File: config.mk
export PLATFORM = sky130hd
export DESIGN_NAME = stopwatch_ctrl
export DESIGN_NICKNAME = d
export VERILOG_FILES = /design/src/rtl/stopwatch_pkg.sv /design/src/rtl/stopwatch_ctrl_debounce.sv /design/src/rtl/stopwatch_ctrl.sv
export SDC_FILE = /design/constraint.sdc
export NUM_CORES = 1
export LEC_CHECK = 0
export CORE_ASPECT_RATIO = 1.75
export CORE_MARGIN = 2
export CORE_UTILIZATION = 45
export DETAILED_ROUTE_END_ITERATION = 8
export GPL_TIMING_DRIVEN = 0
export HOLD_SLACK_MARGIN = 0.03
export PLACE_DENSITY_LB_ADDON = 0.05
export SKIP_CTS_REPAIR_TIMING = 1
export SYNTH_ARGS = -nofsm -noshare
export SYNTH_HDL_FRONTEND = slang
export SYNTH_SLANG_ARGS = --single-unit
File: constraint.sdc
create_clock -name clk -period 2.35 [get_ports clk]
set_input_delay 0.47 -clock clk [delete_from_list [all_inputs] [get_ports clk]]
set_output_delay 0.47 -clock clk [all_outputs]
set_load 0.01 [all_outputs]
File: src/rtl/stopwatch_pkg.sv
// Shared definitions for the stopwatch mode controller.
//  - FSM state encodings (also driven out on the mode port)
//  - display blank masks for the two adjust fields
//  - default debounce / synchroniser depths
package stopwatch_pkg;

    typedef logic [1:0] state_t;

    localparam state_t PAUSED  = 2'd0;
    localparam state_t RUN     = 2'd1;
    localparam state_t ADJ_MIN = 2'd2;
    localparam state_t ADJ_SEC = 2'd3;

    // bit0 = rightmost digit, 1 = digit off
    localparam logic [3:0] BLANK_MIN = 4'b1100;
    localparam logic [3:0] BLANK_SEC = 4'b0011;

    localparam int DEBOUNCE_CYC_DEF = 1_000_000;  // 10 ms at 100 MHz
    localparam int SYNC_STAGES_DEF  = 2;

    // Both adjust states share the upper encoding bit.
    function automatic logic is_adj(input state_t s);
        return s[1];
    endfunction

endpackage

File: src/rtl/stopwatch_ctrl_debounce.sv
// btn_debounce: synchroniser + stable-sample counter + press pulse.
//  clk, rst_n  board clock, async active-low reset
//  raw         raw pushbutton level (asynchronous)
//  press       one-cycle pulse when the debounced level goes 0->1
module btn_debounce #(
    parameter int DEBOUNCE_CYC = 1_000_000,
    parameter int SYNC_STAGES  = 2
) (
    input  logic clk,
    input  logic rst_n,
    input  logic raw,
    output logic press
);
    localparam int CW = $clog2(DEBOUNCE_CYC + 1);

    logic [SYNC_STAGES-1:0] sync;
    logic [CW-1:0]          cnt;
    logic                   level;
    logic                   synced;

    assign synced = sync[SYNC_STAGES-1];

    always_ff @(posedge clk or negedge rst_n) begin
        if (!rst_n) sync <= '0;
        else        sync <= {sync[SYNC_STAGES-2:0], raw};
    end

    // cnt counts consecutive samples that differ from the accepted level.
    // It clears on any agreeing sample and on acceptance, so it is bounded
    // by DEBOUNCE_CYC-1 and cannot wrap.
    always_ff @(posedge clk or negedge rst_n) begin
        if (!rst_n) begin
            cnt   <= '0;
            level <= 1'b0;
            press <= 1'b0;
        end else begin
            press <= 1'b0;
            if (synced == level) begin
                cnt <= '0;
            end else if (cnt >= CW'(DEBOUNCE_CYC - 1)) begin
                cnt   <= '0;
                level <= synced;
                press <= synced;  // only the 0->1 acceptance pulses
            end else begin
                cnt <= cnt + CW'(1);
            end
        end
    end

endmodule

File: src/rtl/stopwatch_ctrl.sv
// stopwatch_ctrl: RUN/PAUSED/ADJUST mode controller for an MM:SS stopwatch.
//  clk, rst_n          board clock, async active-low reset
//  tick_1hz, tick_2hz  one-cycle timing enables
//  btn_pause, btn_rst  raw pushbuttons (debounced here)
//  sw_adj, sw_sel      raw switches (synchronised here)
//  cnt_en, cnt_clr, min_inc, sec_inc   registered one-cycle counter strobes
//  blank               per-digit blank mask for the display mux
//  mode                current FSM state
module stopwatch_ctrl
    import stopwatch_pkg::*;
#(
    parameter int DEBOUNCE_CYC = DEBOUNCE_CYC_DEF,
    parameter int SYNC_STAGES  = SYNC_STAGES_DEF
) (
    input  logic       clk,
    input  logic       rst_n,
    input  logic       tick_1hz,
    input  logic       tick_2hz,
    input  logic       btn_pause,
    input  logic       btn_rst,
    input  logic       sw_adj,
    input  logic       sw_sel,
    output logic       cnt_en,
    output logic       cnt_clr,
    output logic       min_inc,
    output logic       sec_inc,
    output logic [3:0] blank,
    output logic [1:0] mode
);
    localparam int NUM_BTN = 2;

    logic [NUM_BTN-1:0] btn_raw, press;
    logic               pause_press, rst_press;

    assign btn_raw     = {btn_rst, btn_pause};
    assign pause_press = press[0];
    assign rst_press   = press[1];

    genvar g;
    generate
        for (g = 0; g < NUM_BTN; g++) begin : g_btn
            btn_debounce #(
                .DEBOUNCE_CYC(DEBOUNCE_CYC),
                .SYNC_STAGES (SYNC_STAGES)
            ) u_db (
                .clk  (clk),
                .rst_n(rst_n),
                .raw  (btn_raw[g]),
                .press(press[g])
            );
        end
    endgenerate

    // Switches: synchroniser only, index 0 = sw_adj, 1 = sw_sel.
    logic [1:0][SYNC_STAGES-1:0] sw_sync;
    logic                        adj_s, sel_s;

    always_ff @(posedge clk or negedge rst_n) begin
        if (!rst_n) begin
            sw_sync <= '0;
        end else begin
            sw_sync[0] <= {sw_sync[0][SYNC_STAGES-2:0], sw_adj};
            sw_sync[1] <= {sw_sync[1][SYNC_STAGES-2:0], sw_sel};
        end
    end

    assign adj_s = sw_sync[0][SYNC_STAGES-1];
    assign sel_s = sw_sync[1][SYNC_STAGES-1];

    state_t     state, next_state;
    logic       phase, phase_d;
    logic       cnt_en_d, cnt_clr_d, min_inc_d, sec_inc_d;
    logic [3:0] blank_d;

    // State register
    always_ff @(posedge clk or negedge rst_n) begin
        if (!rst_n) state <= PAUSED;
        else        state <= next_state;
    end

    // Next state: the adjust switch overrides everything; pause presses
    // only matter in PAUSED/RUN, and leaving adjust always lands in PAUSED.
    always_comb begin
        next_state = state;
        if (adj_s) begin
            next_state = sel_s ? ADJ_SEC : ADJ_MIN;
        end else begin
            case (state)
                PAUSED:  if (pause_press) next_state = RUN;
                RUN:     if (pause_press) next_state = PAUSED;
                default: next_state = PAUSED;
            endcase
        end
    end

    // Outputs: strobes use the current state, so a tick arriving with a
    // pause press in RUN is still counted. A clear press masks all ticks.
    // blank is built from next_state/phase_d so it lines up with mode.
    always_comb begin
        cnt_clr_d = rst_press;
        cnt_en_d  = tick_1hz && (state == RUN)     && !rst_press;
        min_inc_d = tick_2hz && (state == ADJ_MIN) && !rst_press;
        sec_inc_d = tick_2hz && (state == ADJ_SEC) && !rst_press;

        phase_d = phase;
        if (!is_adj(next_state) || (next_state != state)) phase_d = 1'b0;
        else if (tick_2hz)                                 phase_d = ~phase;

        blank_d = 4'b0000;
        if (phase_d && next_state == ADJ_MIN)      blank_d = BLANK_MIN;
        else if (phase_d && next_state == ADJ_SEC) blank_d = BLANK_SEC;
    end

    always_ff @(posedge clk or negedge rst_n) begin
        if (!rst_n) begin
            cnt_en  <= 1'b0;
            cnt_clr <= 1'b0;
            min_inc <= 1'b0;
            sec_inc <= 1'b0;
            blank   <= 4'b0000;
            phase   <= 1'b0;
        end else begin
            cnt_en  <= cnt_en_d;
            cnt_clr <= cnt_clr_d;
            min_inc <= min_inc_d;
            sec_inc <= sec_inc_d;
            blank   <= blank_d;
            phase   <= phase_d;
        end
    end

    assign mode = state;

endmodule

==> results.txt <==
----------------------------------------------------
[Outcome]
  Outcome ... complete, no violations

[Logic synthesis]
  Cell Area, Synth ... 2760 um2
  Commonest cells in the synthesized netlist ... 61 x dfrtp_1, 34 x nor2_1, 19 x xor2_1
  Cells after synthesis ... 264
  Number of warnings reported in the yosys synthesis log ... 0
  Count of flip-flops with a built-in enable after synthesis ... 0
  Dominant cell type by area after synthesis ... dfrtp_1
  Top FF cell, synth ... dfrtp_1
  Synth Register Bits ... 61
  Seq/Total Area, Yosys ... 55.3%
  Distinct cell type count of the synthesized netlist ... 41
  Share of the synthesized area in the top cell type ... 55.3%
  Most common cell in the netlist ... dfrtp_1
  Cell types occupying the most area after synthesis ... dfrtp_1 55%, xor2_1 6.0%, nor2_1 4.6%, xnor2_1 3.8%, nand4_1 3.6%
  Share of synthesized flip-flops with an asynchronous set or reset ... 100%
  Post-synthesis area per instance ... 10.5 um2
  Synthesized Nets ... 274

[Clocking]
  Later-pin clock latency in the skew report ... 0.34 ns
  CTS Sinks ... 61
  Number of clock buffers inserted by TritonCTS ... 9
  Longest Clk Path Bufs ... 2
  H-tree level count ... 3
  CTS clock-pin slew for the worst setup and hold paths ... 0.06 ns
  TritonCTS clock tree ... yes
  Clock Tree Root ... clkbuf_8

[STA]
  Number of max-slew violations in the final report ... 0
  Minimum period implied by the final worst setup slack ... 2.13 ns
  Setup repair after global routing missed its margin ... false
  Setup tns final ... 0 ns
  Share of the clock period used by the worst path after layout ... 90.8%
  Setup Viol. Count Final ... 0
  Final hold vios ... 0
  Max Fclk ... 469 MHz
  Setup skew after layout ... 0.00596 ns
  Transition at the pin with the smallest max-transition slack ... 0.558 ns
  Worst slew margin relative to its limit ... 62.8%
  Hold WS ... 0.116 ns

[Finish]
  Antenna cells ... 0
  Fraction of layout instances using a drive strength above 1 ... 12.1%
  Post-route cell area ... 3270 um2
  Non-filler instance count after layout ... 376
  Number of nets at the end of the flow ... 303
  Synth-to-Final Area Change ... 18.4%

[Critical path]
  Maximum fanout encountered on the critical timing path ... 10
  Critical path class ... reg2reg
  Worst setup SP type ... flip-flop
  CP required ... 2.61 ns
  Arrival time at the worst endpoint ... 2.39 ns
  Category of the worst setup path capture point ... flip-flop

[Route]
  Vias per Instance ... 5.37
  Routed wire length ... 5250 um
  Post-route ant nets ... 0
  Violation count after the first detailed-routing iteration ... 65
  Detailed-route DRC error count ... 0
  Vias after detailed routing ... 2018
  Post-DR wirelength/cell ... 14.0 um
  First-pass iteration count of the detailed router ... 4

[GRT]
  First-pass GRT wire length ... 9050 um
  Total congestion overflow ... 0
  Overall routing resource usage ... 17.5%
  Maximum number of pins on one net before global-route repair ... 39
  Number of antenna violations at the first check in global routing ... 0
  Via count of the first global-routing pass ... 2015

[Placement]
  # placed instances ... 360
  IO Port Bufs ... 17
  Gp weighted congestion ... 0.781
  Area of placed instances ... 3040 um2
  Half-perimeter wire length of the detailed placement result ... 3770 um

[Run]
  Max-cap viol count ... 0

[Floorplan]
  Die X-Extent ... 63.2 um
  Starting density of the core ... 46.6%
  Die Span Y ... 108 um
  Number of top-level pins ... 18
  Core area ... 5930 um2
  Standard-cell row count ... 37
  Die area ... 6800 um2

[Power and ir drop]
  PwrDens ... 684 nW/um2
  Total chip power ... 2.24 mW
  Leak ... 1.37 nW
  IR Drop Worst-Case VDD ... 0.506 mV

[Worst hold path]
  Path class of the lowest-slack min-delay path ... in2async

----------------------------------------------------
[sequential cells by signal, indices dropped and copies added, names as in the netlist, 2 cells and up]
register and count:
blank 2, g_btn.u_db.cnt 40, g_btn.u_db.level 2, g_btn.u_db.press 2, g_btn.u_db.sync 4, mode 2
sw_sync 2
[worst max-delay path, stage by stage (launching register included)]
cell and delay (ns):
dfrtp_1 0.42, or4_1 0.58, a211oi_1 0.40, o211ai_1 0.19, clkbuf_1 0.28, a21oi_1 0.18
[metrics by stage]
step / utilization, % / setup slack, ns
after detailed placement: 51.4 / 0.247
final: 55.2 / 0.216
after global placement: 51.1 / -1.19
after global routing: 55.2 / 0.0910
after CTS: 55.2 / 0.212
after floorplan: - / 0.489
[layout by cell type, fill, tap and decap left out, types with 3 or more instances in the layout]
master and instances:
a21oi_1 9, buf_2 3, clkbuf_1 8, clkbuf_8 11
clkdlybuf4s50_1 16, dfrtp_1 61, inv_1 8, nand2_1 16
nand3_1 14, nand4_1 16, nor2_1 34, nor3_1 5
nor4_1 3, o21ai_0 9, or3_1 5, or4_1 6
xnor2_1 12, xor2_1 19
[cell type report]
class                   count  area [um2]
plain buffers              11        51.3
clock buffers              12         155
clock inverters             4        70.1
fillers                   579        2660
inverters                   8        30.0
multi-input cells         184        1150
flip-flops and latches     61        1530
well taps                  78        97.6
repair buffers             18         185
[routing by layer]
layer	vias up	GRT usage [%]	wire length (um)
li1	991	-	-
met1	982	17.4	2030
met2	32	32.6	2930
met3	13	4.29	154
met4	0	9.78	137
met5	-	0	0
[final timing paths]
path,from,endpoint,slack (ns),cells past startpoint
max reg2reg,g_btn[0].u_db.cnt[12],g_btn[0].u_db.cnt[17],0.22,5
max in group asynchronous,rst_n,g_btn[0].u_db.cnt[13],1.64,2
min,rst_n,g_btn[1].u_db.cnt[4],0.12,1
max,g_btn[0].u_db.cnt[12],g_btn[0].u_db.cnt[17],0.22,5
min reg2reg,g_btn[0].u_db.sync[0],g_btn[0].u_db.sync[1],0.35,0
min in group clk,g_btn[0].u_db.sync[0],g_btn[0].u_db.sync[1],0.35,0
[power breakdown]
group	total, mW	switching [mW]	internal, mW
sequential	1.09	0.0166	1.07
combinational	0.0987	0.0571	0.0416
clock	1.05	0.399	0.652
[cell families (layout without fill, tap and decap cells)]
| kind of cell | Yosys count | in the layout | synth area share, % |
|---|---|---|---|
| flip-flops | 61 | 61 | 55.3 |
| adder cells (fa/ha/maj) | 2 | 2 | 0.906 |
| AO/OA/AOI/OAI | 30 | 30 | 7.11 |
| XOR/XNOR | 31 | 31 | 9.83 |
| multiplexers | 2 | 2 | 0.816 |
| AND/OR/NAND/NOR | 119 | 119 | 23.1 |
| buffers and inverters | 19 | 53 | 2.95 |
Note: power is estimated with default switching activity, not from simulation.
